### src/rtl/sd_pkg.sv
// Shared definitions for the SD SPI engine and register block.
// State encoding, default clock dividers and the RX reset value.
package sd_pkg;

   typedef enum logic [1:0] {
      IDLE,
      LOW,
      HIGH
   } sd_state_t;

   localparam int DIV_W        = 8;
   localparam int SLOW_DIV_DEF = 24;
   localparam int FAST_DIV_DEF = 0;

   localparam logic [7:0] RX_RST = 8'hFF;

   function automatic logic [DIV_W-1:0] pick_div(
      input logic fast,
      input int   slow_d,
      input int   fast_d
   );
      return fast ? DIV_W'(fast_d) : DIV_W'(slow_d);
   endfunction

endpackage

### src/rtl/sd_clkdiv_cnt.sv
// Loadable half-period down-counter for the SPI clock.
// expire is high in the last cycle of each half-period.
module sd_clkdiv_cnt #(
   parameter int W = 8
) (
   input  logic         clk,
   input  logic         reset,
   input  logic         en,
   input  logic         load,
   input  logic [W-1:0] load_val,
   output logic         expire
);

   logic [W-1:0] cnt;

   assign expire = en && (cnt == '0);

   // Reload on request, otherwise count down to zero while enabled.
   always_ff @(posedge clk or posedge reset) begin
      if (reset) begin
         cnt <= '0;
      end else if (load) begin
         cnt <= load_val;
      end else if (en && cnt != '0) begin
         cnt <= cnt - 1'b1;
      end
   end

endmodule

### src/rtl/sd_spi_engine.sv
// SPI mode-0 byte engine with one-deep TX holding register,
// slow/fast SCLK selection and deferred chip-select updates.
module sd_spi_engine
   import sd_pkg::*;
#(
   parameter int SLOW_DIV = SLOW_DIV_DEF,
   parameter int FAST_DIV = FAST_DIV_DEF
) (
   input  logic       clk,
   input  logic       reset,
   input  logic [7:0] TX_DATA,
   input  logic       START,
   input  logic       FAST,
   input  logic       CS_EN,
   input  logic       CLR_OVR,
   input  logic       MISO,
   output logic [7:0] RX_DATA,
   output logic       BUSY,
   output logic       DONE,
   output logic       OVERRUN,
   output logic       SD_CS,
   output logic       SCLK,
   output logic       MOSI
);

   sd_state_t        state;
   logic [7:0]       sh;
   logic [7:0]       hold_q;
   logic             hold_full;
   logic             miso_bit;
   logic [2:0]       bit_cnt;
   logic [DIV_W-1:0] div_q;

   logic [DIV_W-1:0] div_new;
   logic [DIV_W-1:0] load_val;
   logic [7:0]       next_byte;
   logic             expire;
   logic             shifting;
   logic             last;
   logic             start_idle;
   logic             chain;
   logic             new_byte;
   logic             ovr_set;

   // Byte sequencing: when a byte starts, ends, or chains on.
   always_comb begin
      shifting   = (state != IDLE);
      last       = (state == HIGH) && expire && (bit_cnt == 3'd7);
      start_idle = (state == IDLE) && START;
      chain      = last && (hold_full || START);
      new_byte   = start_idle || chain;
      next_byte  = (last && hold_full) ? hold_q : TX_DATA;
      div_new    = pick_div(FAST, SLOW_DIV, FAST_DIV);
      load_val   = new_byte ? div_new : div_q;
      ovr_set    = START && shifting && hold_full && !last;
   end

   sd_clkdiv_cnt #(
      .W(DIV_W)
   ) u_cnt (
      .clk      (clk),
      .reset    (reset),
      .en       (shifting),
      .load     (new_byte || expire),
      .load_val (load_val),
      .expire   (expire)
   );

   // MOSI is the shifter MSB; the shifter idles at all-ones.
   assign MOSI = sh[7];

   // SPI bit engine: sample on SCLK rise, launch on SCLK fall.
   always_ff @(posedge clk or posedge reset) begin
      if (reset) begin
         state    <= IDLE;
         sh       <= 8'hFF;
         miso_bit <= 1'b1;
         bit_cnt  <= 3'd0;
         div_q    <= '0;
         SCLK     <= 1'b0;
         BUSY     <= 1'b0;
         DONE     <= 1'b0;
         RX_DATA  <= RX_RST;
      end else begin
         DONE <= 1'b0;
         unique case (state)
            IDLE: begin
               if (START) begin
                  state   <= LOW;
                  sh      <= TX_DATA;
                  bit_cnt <= 3'd0;
                  div_q   <= div_new;
                  SCLK    <= 1'b0;
                  BUSY    <= 1'b1;
               end
            end
            LOW: begin
               if (expire) begin
                  state    <= HIGH;
                  SCLK     <= 1'b1;
                  miso_bit <= MISO;
               end
            end
            HIGH: begin
               if (expire) begin
                  SCLK <= 1'b0;
                  if (bit_cnt != 3'd7) begin
                     state   <= LOW;
                     sh      <= {sh[6:0], miso_bit};
                     bit_cnt <= bit_cnt + 3'd1;
                  end else begin
                     RX_DATA <= {sh[6:0], miso_bit};
                     DONE    <= 1'b1;
                     if (chain) begin
                        state   <= LOW;
                        sh      <= next_byte;
                        bit_cnt <= 3'd0;
                        div_q   <= div_new;
                     end else begin
                        state <= IDLE;
                        sh    <= 8'hFF;
                        BUSY  <= 1'b0;
                     end
                  end
               end
            end
            default: state <= IDLE;
         endcase
      end
   end

   // Holding register and sticky overrun flag (set beats clear).
   always_ff @(posedge clk or posedge reset) begin
      if (reset) begin
         hold_q    <= 8'h00;
         hold_full <= 1'b0;
         OVERRUN   <= 1'b0;
      end else begin
         if (last && hold_full) begin
            hold_full <= START;
            if (START) hold_q <= TX_DATA;
         end else if (START && shifting && !hold_full && !last) begin
            hold_full <= 1'b1;
            hold_q    <= TX_DATA;
         end
         if (ovr_set) OVERRUN <= 1'b1;
         else if (CLR_OVR) OVERRUN <= 1'b0;
      end
   end

   // Chip select only moves while fully idle, never mid-byte.
   always_ff @(posedge clk or posedge reset) begin
      if (reset) begin
         SD_CS <= 1'b1;
      end else if (state == IDLE && !hold_full) begin
         SD_CS <= ~CS_EN;
      end
   end

endmodule

### config.mk
export PLATFORM = sky130hd
export DESIGN_NAME = sd_spi_engine
export DESIGN_NICKNAME = d
export VERILOG_FILES = /design/src/rtl/sd_pkg.sv /design/src/rtl/sd_clkdiv_cnt.sv /design/src/rtl/sd_spi_engine.sv
export SDC_FILE = /design/constraint.sdc
export NUM_CORES = 1
export LEC_CHECK = 0
export BUFFER_PORTS_ARGS = -buffer_cell sky130_fd_sc_hd__buf_2
export CELL_PAD_IN_SITES_DETAIL_PLACEMENT = 1
export CELL_PAD_IN_SITES_GLOBAL_PLACEMENT = 1
export CORE_MARGIN = 2
export CORE_UTILIZATION = 38
export CTS_CLUSTER_DIAMETER = 30
export CTS_CLUSTER_SIZE = 20
export DETAILED_ROUTE_END_ITERATION = 6
export HOLD_SLACK_MARGIN = 0.08
export PLACE_DENSITY_LB_ADDON = 0.12
export SETUP_SLACK_MARGIN = 0.05
export SYNTH_ARGS = -nofsm -noshare
export SYNTH_HDL_FRONTEND = slang
export SYNTH_HIERARCHICAL = 1
export SYNTH_SLANG_ARGS = --single-unit
### constraint.sdc
create_clock -name clk -period 4.7 [get_ports clk]
set_clock_uncertainty 0.2 [all_clocks]
set_input_delay 0.705 -clock clk [delete_from_list [all_inputs] [get_ports clk]]
set_output_delay 0.705 -clock clk [all_outputs]
set_load 0.005 [all_outputs]
==> results, run 1 <==
- The final hold slack is about 0.15 ns.
- The maximum number of pins on one net before global-route repair is 38.
- In this run the worst path has a maximum fanout of 20.
- The routed via count divided by cell count is 5.33.
- The level count of the clock H-tree is 2.
- The number of sinks on the clock net is 45.
- The area of the multi-input gates is 1120 sq um.
- In the final routed layout, each cell accounts on average for between 15 and 20 microns.
- For this block, the initial DRC count from the detailed router was 75.
- At the worst endpoint, the arrival time is 3.38 ns.
- The number of failing hold endpoints at the final stage came to 0.
- After clock tree synthesis, the clock-pin slew on the worst setup and hold paths is 0.08 ns.
- The total area inside the core boundary comes to about 6000 sq um.
- The initial antenna violation count is 0.
- In this run the remaining antenna-violating nets after routing total 0.
- The final weighted congestion of routability-driven global placement is 0.877.
- The sequential-to-total area share from yosys stat is 0.483.
- From bottom edge to top edge, the die measures a little over 80 microns.
- The total congestion overflow after global routing is 0.
- Measured in cells, the most critical reg-to-reg path has a length of 8.
- The startpoint kind of the worst setup timing path is a flip-flop.
- The peak per-stage delay on the critical path is 0.74 ns.
- Setup repair after global routing left no endpoint under its margin.
- For this configuration, the core starts out at a cell density of 0.397.
- 29 I/O pins were placed.
- Data on the critical path is required at its endpoint by 4.69 ns.
- The largest individual stage delay along the critical path comes from the cell sky130_fd_sc_hd__dfrtp_1.
- After the last flow step, the layout net total stands at 294.
- Across all layers, the routed design uses approximately 1,900 vias.
- The count of filler cells inserted in the layout is between 700 and 800.
- After synthesis the netlist holds a flip-flop and latch count of between 40 and 50.
- The most used flip-flop cell after synthesis is sky130_fd_sc_hd__dfrtp_1.
- The post-synthesis instance area is 2380 sq um.
- After floorplanning, the core was divided into 28 placement rows.
- The count of flip-flops with a built-in enable after synthesis is 0.
- Relative to the synthesized area, the layout overhead comes to 12.2%.
- Gates resized during post-CTS repair numbered 0.
- The post-layout utilization of the core is 0.446.
- The analysis attributes to cell leakage a power of around 1.2 nW.
- The part of the cycle the worst path needs is 0.722.
- The sum of buffers and inverters on the critical path is 0.
- The first detailed-routing pass ran for 4 iterations.
- The critical path starts at state[0].
- In this run, post-CTS hold repair placed 0 buffers.
- Registers take 1150 sq um.
- For this run, asynchronously set or reset flops after synthesis account for 1.00.
- The post-detailed-placement cell area is between 2000 and 3000 sq um.
- The worst setup path is of the reg -> reg kind.
- The overall fraction of global-route tracks in use is 0.172.
- The unique cell type count in the Yosys netlist is 53.
- The worst hold path belongs to the class in -> async.
- The power density over the cells is ~460 nW/um^2.
- IR analysis of the VDD net gives a maximum drop of 0.000247 V.
- The achievable frequency is 295 MHz.
- The tool flagged a number of max-cap violations equal to 0.
- The synthesized instance count is 247.
- The critical path crosses 8 cells after its start point.
- The pin slew with the least headroom to its limit is 0.745 ns.
- The detailed-placement wirelength estimate is around 3900 microns.
- The die outline width is 83.1 microns.
- After clock tree synthesis, the setup repair step added 0 buffers.
- The sum of negative setup slack is 0 ns.
- The count of port buffers added during placement is 28.
- The clock passes through at most 2 buffers.
- The number of clock buffers added by TritonCTS is 5.
- In the final layout, the share of cells above drive strength 1 is 0.289.
- TritonCTS built the clock tree.
- The via count of the first global-routing pass was 1,906.
- The die covers about 6900 sq um.
- The clock reaches the later pin of the worst-skew pair after 0.30 ns.
- The Yosys step of the flow raised 6 warnings.
- The signal on the critical path passes through or2_2 > nand3b_1 > nor3_1 > nand2_1 > a21oi_2 > nor2b_1 > mux2i_1 > mux2_2.
- The cell family contributing the most delay on the critical path is simple AND/OR/NAND/NOR gates.
- The root cell of the clock tree is sky130_fd_sc_hd__clkbuf_8.
- The clock period minus final worst setup slack is about 3.4 ns.
- The post-route cell area is 2670 sq um.
- The DRC violations left is 0.
- The beginning of the worst register-to-register path is state[0].
- Setup violations remaining at the end of the flow were counted as 0.
- The first global-routing pass estimated 9640 microns of wire.
- The repair_antennas step left the layout with diodes totalling 0.
- STA classifies the critical path endpoint as a flip-flop.
- The completed layout was analyzed and its total power is 1.23 mW.
- The worst pin sits at a relative slew slack of 0.499.
- The mean post-synth cell area is 9.63 sq um.
- The number of max-slew violations in the final report is 0.
- The flow ran to the end, and the final reports show no timing, DRC or antenna violations.
- The routed design has around 5600 microns of wire.
## power by group
part | total, mW | leakage, nW | internal [mW] | switching, mW
logic | 0.378 | 0.646 | 0.181 | 0.197
registers | 0.615 | 0.515 | 0.514 | 0.102
clock network | 0.236 | 0.0395 | 0.106 | 0.130
## cell usage after synthesis, types with 2 or more instances
library cell,instances,area share
sky130_fd_sc_hd__a21oi_1,15,0.032
sky130_fd_sc_hd__a21oi_2,2,0.0074
sky130_fd_sc_hd__a22oi_1,2,0.0063
sky130_fd_sc_hd__a2bb2oi_1,5,0.018
sky130_fd_sc_hd__a41oi_1,2,0.0074
sky130_fd_sc_hd__buf_2,6,0.013
sky130_fd_sc_hd__clkbuf_1,5,0.0079
sky130_fd_sc_hd__dfrtp_1,27,0.28
sky130_fd_sc_hd__dfstp_2,18,0.20
sky130_fd_sc_hd__ha_1,3,0.016
sky130_fd_sc_hd__inv_1,14,0.022
sky130_fd_sc_hd__mux2_2,13,0.062
sky130_fd_sc_hd__mux2i_1,3,0.013
sky130_fd_sc_hd__nand2_1,35,0.055
sky130_fd_sc_hd__nand2b_1,3,0.0079
sky130_fd_sc_hd__nand3_1,2,0.0042
sky130_fd_sc_hd__nand3b_1,2,0.0063
sky130_fd_sc_hd__nor2_1,21,0.033
sky130_fd_sc_hd__nor3_1,3,0.0063
sky130_fd_sc_hd__o21ai_0,16,0.034
sky130_fd_sc_hd__o221ai_1,7,0.026
sky130_fd_sc_hd__o22a_1,2,0.0074
sky130_fd_sc_hd__o22ai_1,5,0.013
sky130_fd_sc_hd__o31ai_1,5,0.016
sky130_fd_sc_hd__or2_2,2,0.0053
sky130_fd_sc_hd__or3_1,2,0.0053
## routing by layer
| metal | GRT usage | vias to the layer above | wire length [microns] |
|---|---|---|---|
| met2 | 0.272 | 27 | 2630 |
| met1 | 0.237 | 918 | 2700 |
| met3 | 0.0338 | 5 | 180 |
| met4 | 0.0537 | 0 | 69 |
| li1 | - | 926 | - |
| met5 | 0 | - | 0 |
## placed cells by master (no fill, tap or decap), drive strengths merged, types with 2 or more instances in the layout
cell / count
nand2: 35
buf: 31
dfrtp: 27
nor2: 22
dfstp: 18
o21ai: 18
a21oi: 17
inv: 15
mux2: 13
clkbuf: 8
o221ai: 7
conb: 6
a2bb2oi: 6
o22ai: 5
o31ai: 5
nand2b: 3
nor3: 3
mux2i: 3
ha: 3
a22oi: 2
o22a: 2
a41oi: 2
or2: 2
nand3: 2
nand3b: 2
or3: 2
## stage by stage
stage / setup WS, ns / instances
4_1_cts: 1.31 / 352
3_5_place_dp: 1.34 / 344
2_1_floorplan: 1.91 / 252
6_report: 1.31 / 352
3_3_place_gp: 1.43 / 344
5_1_grt: 1.04 / 352
## sequential cells by signal, indices dropped and copies added, names as in the netlist
signal     cells
hold_q         8
SCLK           1
OVERRUN        1
u_cnt/cnt      8
hold_full      1
sh             8
state          2
BUSY           1
div_q          1
DONE           1
bit_cnt        3
RX_DATA        8
miso_bit       1
SD_CS          1
## final timing paths
path,slack (ns),to
setup / recovery,1.31,u_cnt/cnt[4]
hold / removal,0.15,u_cnt/cnt[5]
setup reg to reg,1.31,u_cnt/cnt[4]
hold reg to reg,0.26,RX_DATA[1]
max in group asynchronous,3.61,SD_CS
min in group clk,0.26,RX_DATA[1]
## final cells by class
cell class                      count  area share
Clock buffer                        8      0.0300
Inverter                           16      0.0225
Tap cell                           75      0.0351
Timing Repair Buffer               31      0.0609
Multi-Input combinational cell    177       0.421
Sequential cell                    45       0.430
## logic make-up after synthesis
group,share of synthesized area
AO/OA/AOI/OAI,0.211
XOR/XNOR,0.00368
adder cells (fa/ha/maj),0.0158
buffers and inverters,0.0526
flip-flops,0.483
multiplexers,0.0741
other,0.00158
AND/OR/NAND/NOR,0.159
(Power assumes the default switching activity.)
==> inputs of run 2 (changes only) <==
ABC_AREA = 1   (was default)
clock period = 3.35 ns   (was 4.7 ns; I/O delays follow)
==> run 2 against run 1 <==
  * Die area up 3.6%
  * Synthesized cell count rose by 30%
  * Final cell count increased by 24%
  * Routed wire length is 3.8% higher
  * Largest power group unchanged
  * Clock-buffer cell count did not move
  * Area after synthesis up 3.8%
  * Via count is 12% higher
  * Sequential power is 31% higher
  * Utilization is 0.22 points lower
==> results, run 2 <==
- The share of the synthesized area in the top cell type was 0.274 (-0.0104).
- The beginning of the worst register-to-register path is u_cnt/cnt[0].
- The largest fanout on the critical path is 10 (-50%).
- The internal reg-to-reg setup slack is 0.44 ns (-0.86 ns).
- The via count of the first global-routing pass was 2,086 (+9.4%).
- STA classifies the critical path startpoint as a flip-flop.
- The number of rows created at floorplan is 29 (+3.6%).
- The required arrival time at the worst endpoint is 3.34 ns (-1.35 ns).
- The area of the multi-input gates was 1120 sq um (-0.45%).
- The cell-internal power is 1.10 mW (+38%).
- The portion of total power attributed to combinational logic is 0.349 (+0.041).
- The number of standard cells in the layout, taps in and fillers out is 436 (+24%).
- The maximum number of pins on one net before global-route repair was 38 (unchanged).
- For this run, the leading register cell type out of synthesis is sky130_fd_sc_hd__dfrtp_1.
- The sequential-to-total area share from yosys stat is 0.465 (-0.0176).
- The count of flip-flops with a built-in enable after synthesis was 0 (unchanged).
- The setup slack after layout is 0.441 ns (-0.864 ns).
- TritonCTS built the clock tree.
- The area of the die is 7160 sq um (+3.6%).
- The number of clock buffers inserted by TritonCTS was 5 (unchanged).
- The total wire length was 5790 microns (+3.8%).
- The total power consumption of the routed design was 1.76 mW (+44%).
- The largest area contributor in the synthesized netlist is sky130_fd_sc_hd__dfrtp_1.
- The die outline width was 84.6 microns (+1.8%).
- The count of filler cells inserted in the layout is 814 (+16%).
- The flow ran to the end, and the final reports show no timing, DRC or antenna violations.
- The achievable frequency came to 344 MHz (+17%).
- The post-cts gate resize count is 0 (unchanged).
- The total congestion overflow after global routing is 0 (unchanged).
- The number of instances in the placed design was 427 (+24%).
- The routed via count divided by cell count is 4.83 (-9.4%).
- The worst IR drop on VDD came to 0.000253 V (+2.7%).
- The part of the cycle the worst path needs was 0.868 (+0.146).
- The met1 wire length came to 3050 microns (+13%).
- The switching share of total power is 0.375 (+0.0266).
- The detailed-placement wirelength estimate was 4430 microns (+13%).
- The synthesized instance count is 321 (+30%).
- The final weighted congestion of routability-driven global placement is 0.829 (-5.5%).
- The length in cells of the worst reg-to-reg path was 14 (+6).
- The startpoint of the worst setup timing path is u_cnt/cnt[0].
- The total length of routed met2 wires is 2530 microns (-3.7%).
- The mean post-synth cell area is 7.69 sq um (-20%).
- The power density over the cells is 630 nW/um^2 (+37%).
- The data arrival time of the worst path is 2.90 ns (-0.48 ns).
- The proportion of power drawn by the clock network is 0.195 (+0.003).
- The clock-pin transition on the worst setup and hold timing paths is 0.08 ns (about the same).
- The effective utilization at floorplan is 0.391 (-0.00604).
- The number of max-slew violations in the final report was 0 (unchanged).
- The path class of the lowest-slack min-delay path is in -> reg.
- The most critical setup path has its endpoint at u_cnt/cnt[6].
- The detailed-route wire length per cell is 13.3 microns (-16%).
- The leakage power was 1.44 nW (+20%).
- The count of port buffers added during placement is 28 (unchanged).
- The first-pass detailed-route iteration total was 4 (unchanged).
- The wire length of the first global-routing pass is 10,500 microns (+8.5%).
- The net switching power is 0.662 mW (+54%).
- The storage element area is 1150 sq um (unchanged).
- The net total in the final layout is 376 (+28%).
- The share of synthesized flip-flops with an asynchronous set or reset came to 1.00 (unchanged).
- The post-detailed-placement cell area came to 2700 sq um (+4.3%).
- The number of violations of the max-capacitance limit came to 0 (unchanged).
- The final setup violation count is 0 (unchanged).
- The portion of total power attributed to sequential cells came to 0.456 (-0.044).
- The level count of the clock H-tree is 2 (unchanged).
- In this run the critical register-to-register path is captured at u_cnt/cnt[6].
- By count the netlist is led by sky130_fd_sc_hd__nand2_1 (88), sky130_fd_sc_hd__inv_1 (36), sky130_fd_sc_hd__nand3_1 (35).
- The overall fraction of global-route tracks in use was 0.183 (+0.0113).
- The number of antenna repair diodes is 0 (unchanged).
- The violation count after the first detailed-routing iteration is 61 (-19%).
- The synthesized flop and latch total was 45 (unchanged).
- The highest signal layer in the routed design is met4.
- The initial antenna violation count is 0 (unchanged).
- The most repeated cell in the gate-level netlist after synthesis is sky130_fd_sc_hd__nand2_1.
- The sum of negative setup slack is 0 ns (unchanged).
- The unique cell type count in the Yosys netlist is 32 (-40%).
- The buffer depth of the longest clock path is 2 (unchanged).
- The routed length on met3 is 145 microns (-19%).
- The number of failing hold endpoints at the final stage was 0 (unchanged).
- The layout cell share with drive strength beyond 1 is 0.228 (-0.0604).
- The worst-skew pair later-pin latency is 0.29 ns (about the same).
- The endpoint class of the critical path is a flip-flop.
- The y dimension of the die came to 84.6 microns (+1.8%).
- The total of warnings raised by yosys came to 6 (unchanged).
- The setup slack after placement came to 0.467 ns (-0.873 ns).
- Setup repair after global routing left no endpoint under its margin.
- Yosys attributes the largest share of cell area to sky130_fd_sc_hd__dfrtp_1 (27%), sky130_fd_sc_hd__dfstp_2 (19%), sky130_fd_sc_hd__nand2_1 (13%).
- Leaving out fill and tap cells, the most frequent cell in the layout is sky130_fd_sc_hd__nand2_1.
- The I/O pin count is 29 (unchanged).
- The final antenna-violating net count was 0 (unchanged).
- The worst setup path is of the reg -> reg kind.
- The root buffer cell chosen for the clock tree is sky130_fd_sc_hd__clkbuf_8.
- The via count is 2,105 (+12%).
- The post-route cell area was 2800 sq um (+4.9%).
- Leaving out fill and tap cells, the most frequent cells in the layout are sky130_fd_sc_hd__nand2_1 (88), sky130_fd_sc_hd__inv_1 (36), sky130_fd_sc_hd__nand3_1 (35).
- The DRC violations left is 0 (unchanged).
- The number of sinks on the clock net came to 45 (unchanged).
- The core area is 6310 sq um (+5.4%).
- The post-synthesis instance area came to 2470 sq um (+3.8%).
- The clock period minus final worst setup slack is 2.91 ns (-0.486 ns).
- The area growth from synthesis to layout is 13.4%.
[run 2: cell count changes in the layout (fill, tap and decap cells not counted), sizes merged, moves of 6 or more]
cell / previous run / this run
mux2: 13 / 0
o221ai: 7 / 0
nand3: 2 / 37
o21ai: 18 / 38
inv: 15 / 43
nand2: 35 / 94
a2bb2oi: 6 / 0
[run 2: layer usage]
metal | GRT usage | vias to the layer above
li1 | - | 1094
met3 | 0.0334 | 5
met5 | 0 | -
met4 | 0.0476 | 0
met2 | 0.268 | 24
met1 | 0.277 | 982
[run 2: what timing repair did]
item / CTS / global route
buffers inserted: 0 / 0
hold buffers: 1 / 0
hold endpoints to repair: 8 / 0
[run 2: cell families after synthesis]
family                     Yosys count  share of synthesized area
adders and majority gates            3                     0.0152
buffers and inverters               52                     0.0892
xor gates and xnor gates             1                    0.00355
AOI/OAI and AO/OA                   59                      0.138
and+or+nand+nor                    160                      0.288
DFF                                 45                      0.465
other                                1                    0.00152
[run 2: worst min-delay path by stage]
stage               startpoint           end  cells after the start
global route             CS_EN         SD_CS                      2
global placement     hold_q[0]     hold_q[0]                      2
floorplan                reset  u_cnt/cnt[0]                      1
CTS                      CS_EN         SD_CS                      2
finish                   CS_EN         SD_CS                      2
detailed placement   hold_q[2]     hold_q[2]                      2
[run 2: cell type report]
cell class / count / area share
Tap cell: 77 / 0.0344
Inverter: 44 / 0.0590
Multi-Input combinational cell: 229 / 0.400
Timing Repair Buffer: 33 / 0.0643
Clock buffer: 8 / 0.0322
Sequential cell: 45 / 0.410
[run 2: power groups by stage]
stage | logic, mW | clock network [mW] | registers, mW
floorplan | 0.465 | 0 | 0.801
global placement | 0.602 | 0 | 0.816
detailed placement | 0.617 | 0 | 0.819
CTS | 0.626 | 0.364 | 0.807
global route | 0.728 | 0.382 | 0.827
finish | 0.615 | 0.344 | 0.806
[run 2: metrics by stage]
stage                      util  hold WS [ns]
final                     0.444         0.158
after global routing      0.444         0.154
after CTS                 0.444         0.150
after detailed placement  0.428         0.262
after global placement    0.428         0.259
after floorplan               -         0.118
[run 2: worst max-delay path: stages (launching register included)]
cell	delay (ns)
sky130_fd_sc_hd__dfrtp_1	0.38
sky130_fd_sc_hd__inv_1	0.14
sky130_fd_sc_hd__ha_1	0.24
sky130_fd_sc_hd__nand3_2	0.13
sky130_fd_sc_hd__nor3_1	0.40
sky130_fd_sc_hd__nand2_1	0.15
sky130_fd_sc_hd__nor2_2	0.15
sky130_fd_sc_hd__o21ai_1	0.10
sky130_fd_sc_hd__nand2_1	0.07
sky130_fd_sc_hd__inv_1	0.06
sky130_fd_sc_hd__nand2_1	0.08
sky130_fd_sc_hd__clkinv_1	0.27
sky130_fd_sc_hd__or2_0	0.30
sky130_fd_sc_hd__nand3_1	0.08
sky130_fd_sc_hd__nand2_1	0.05
==> inputs of run 3 (changes only) <==
CTS_BUF_LIST = sky130_fd_sc_hd__clkbuf_4   (was default)
==> run 3 against run 2 <==
  * Final cell count up 0.23%
  * Sequential cell count unchanged
  * Highest routed layer unchanged
  * Register-to-register slack about the same
  * Setup slack worse by 0.011 ns
  * First-iteration DRC count down 21%
  * Largest power group unchanged
==> results, run 3 (same netlist as run 2, synthesis figures left out) <==
- The run finished with clean final reports.
- The I/O pin count is 29 (unchanged).
- The effective utilization at floorplan is 0.391 (unchanged).
- Leaving out fill and tap cells, the most frequent cell in the layout is sky130_fd_sc_hd__nand2_1.
- The number of antenna repair diodes came to 0 (unchanged).
- The met3 capacity usage during global routing is 0.0265 (-0.00688).
- The layout cell share with drive strength beyond 1 was 0.231 (+0.00214).
- The final weighted congestion of routability-driven global placement is 0.829 (unchanged).
- The number of failing hold endpoints at the final stage is 0 (unchanged).
- The required arrival time at the worst endpoint came to 3.41 ns (+0.07 ns).
- The count of port buffers added during placement was 28 (unchanged).
- The global-route track usage on met2 came to 0.263 (-0.00501).
- The area of the multi-input gates is 1120 sq um (unchanged).
- The final antenna-violating net count is 0 (unchanged).
- The root cell of the clock tree is sky130_fd_sc_hd__clkbuf_4.
- The category of cells accounting for the largest share of critical-path delay is simple AND/OR/NAND/NOR gates.
- The detailed-placement wirelength estimate is 4430 microns (unchanged).
- The peak per-stage delay on the critical path is 0.40 ns (about the same).
- The number of violations of the max-capacitance limit is 0 (unchanged).
- The storage element area came to 1150 sq um (unchanged).
- STA classifies the critical path endpoint as a flip-flop.
- The number of instances in the placed design came to 427 (unchanged).
- The largest fanout on the critical path is 10 (unchanged).
- The worst IR drop on VDD is 0.000250 V (-1.2%).
- The number of standard cells in the layout, taps in and fillers out is 437 (+0.23%).
- TritonCTS built the clock tree.
- The wire length of the first global-routing pass is 10,400 microns (-0.79%).
- The level count of the clock H-tree was 2 (unchanged).
- The count of filler cells inserted in the layout is 808 (-0.74%).
- Traced cell by cell, the critical path runs through inv_1 > ha_1 > nand3_2 > nor3_1 > nand2_1 > nor2_2 > o21ai_1 > nand2_1 > inv_1 > nand2_1 > clkinv_1 > or2_0 > nand3_1 > nand2_1.
- The final setup violation count is 0 (unchanged).
- The library cells used most frequently in the layout, excluding fill and tap cells, are sky130_fd_sc_hd__nand2_1 (88), sky130_fd_sc_hd__inv_1 (36), sky130_fd_sc_hd__nand3_1 (35).
- The met1 track demand over resource is 0.278 (+0.000621).
- The total wire length is 5750 microns (-0.71%).
- The critical path in this run is classified as reg -> reg.
- Counting stages on the worst path, the most repeated cell is sky130_fd_sc_hd__nand2_1.
- The violation count after the first detailed-routing iteration was 48 (-21%).
- The clock-pin transition on the worst setup and hold timing paths is 0.12 ns (+0.04 ns).
- The worst-skew pair later-pin latency is 0.36 ns (+0.07 ns).
- The maximum number of pins on one net before global-route repair is 38 (unchanged).
- The sum of negative setup slack came to 0 ns (unchanged).
- The power density over the cells was 607 nW/um^2 (-3.7%).
- The via count is 2,094 (-0.52%).
- The number of sinks on the clock net is 45 (unchanged).
- The via count of the first global-routing pass is 2,072 (-0.67%).
- The clock period minus final worst setup slack came to 2.92 ns (+0.0115 ns).
- Compared with the post-synthesis result, the final layout area differs by 12.4%.
- The sum of buffers and inverters on the critical path is 3 (unchanged).
- The die outline width is 84.6 microns (unchanged).
- The first-pass detailed-route iteration total is 4 (unchanged).
- The net total in the final layout came to 377 (+0.27%).
- Setup repair after global routing left no endpoint under its margin.
- The achievable frequency is 342 MHz (-0.39%).
- The layer flagged by global routing as most heavily used is met1.
- The routed via count divided by cell count is 4.79 (-0.75%).
- The leakage power is 1.43 nW (-0.52%).
- The path class of the lowest-slack min-delay path is in -> reg.
- Among all stages on the critical path, the largest delay is contributed by sky130_fd_sc_hd__nor3_1.
- The number of clock buffers inserted by TritonCTS is 5 (unchanged).
- The part of the cycle the worst path needs came to 0.872 (+0.00343).
- The initial antenna violation count is 0 (unchanged).
- The startpoint kind of the worst setup timing path is a flip-flop.
- The total congestion overflow after global routing is 0 (unchanged).
- The overall fraction of global-route tracks in use came to 0.181 (-0.00206).
- The number of rows created at floorplan is 29 (unchanged).
- The y dimension of the die is 84.6 microns (unchanged).
- The data arrival time of the worst path came to 2.98 ns (+0.08 ns).
- The area of the die came to 7160 sq um (unchanged).
- The core area is 6310 sq um (unchanged).
- The buffer depth of the longest clock path is 2 (unchanged).
- The number of max-slew violations in the final report is 0 (unchanged).
- The DRC violations left is 0 (unchanged).
- The detailed-route wire length per cell is 13.2 microns (-0.94%).
run 3: changes by cell type in the layout (fill, tap and decap cells not counted):
cell,change
sky130_fd_sc_hd__clkbuf_1,-2
sky130_fd_sc_hd__clkbuf_8,-6
sky130_fd_sc_hd__clkbuf_4,+7
sky130_fd_sc_hd__dlygate4sd3_1,+1
sky130_fd_sc_hd__clkinv_1,+1
run 3: per-stage QoR:
stage,total power [mW],hold slack [ns],util,worst slack [ns],area [sq um]
after floorplan,1.27,0.118,-,0.828,2490
after global placement,1.42,0.259,0.428,0.604,2700
after detailed placement,1.44,0.262,0.428,0.467,2700
after CTS,1.72,0.0886,0.440,0.429,2780
after global routing,1.86,0.108,0.440,0.0900,2780
final,1.69,0.109,0.440,0.430,2780
run 3: report_power, final:
| part | internal, mW | leakage, nW | total, mW | switching (mW) |
|---|---|---|---|---|
| clock | 0.0972 | 0.0338 | 0.267 | 0.170 |
| sequential | 0.718 | 0.535 | 0.804 | 0.0866 |
| combinational | 0.216 | 0.866 | 0.614 | 0.398 |
run 3: area by class of cell:
cell class	count	share of cell area
multi-input combinational	229	0.403
inverter	44	0.0595
clock buffer	7	0.0189
timing repair buffer	34	0.0685
tap	77	0.0347
sequential	45	0.414
clock inverter	1	0.00135
run 3: worst paths after layout:
kind / startpoint / to / slack (ns) / depth (start not counted)
max: u_cnt/cnt[0] / u_cnt/cnt[6] / 0.43 / 14
min: CLR_OVR / OVERRUN / 0.11 / 2
max reg2reg: u_cnt/cnt[0] / u_cnt/cnt[6] / 0.43 / 14
min reg2reg: RX_DATA[6] / RX_DATA[6] / 0.28 / 2
max in group asynchronous: reset / sh[7] / 2.00 / 4
min in group asynchronous: reset / u_cnt/cnt[7] / 0.44 / 3
run 3: what timing repair did:
action,4_1_cts,5_1_grt
hold buffers,2,0
endpoints found under the hold margin,28,0
resized for setup,0,0
setup buffers,0,0
run 3: metal layers:
metal  wire length (microns)  vias up
met1                    3030      966
met2                    2510       22
met3                     125        8
met4                      82        0
met5                       0        -
li1                        -     1098
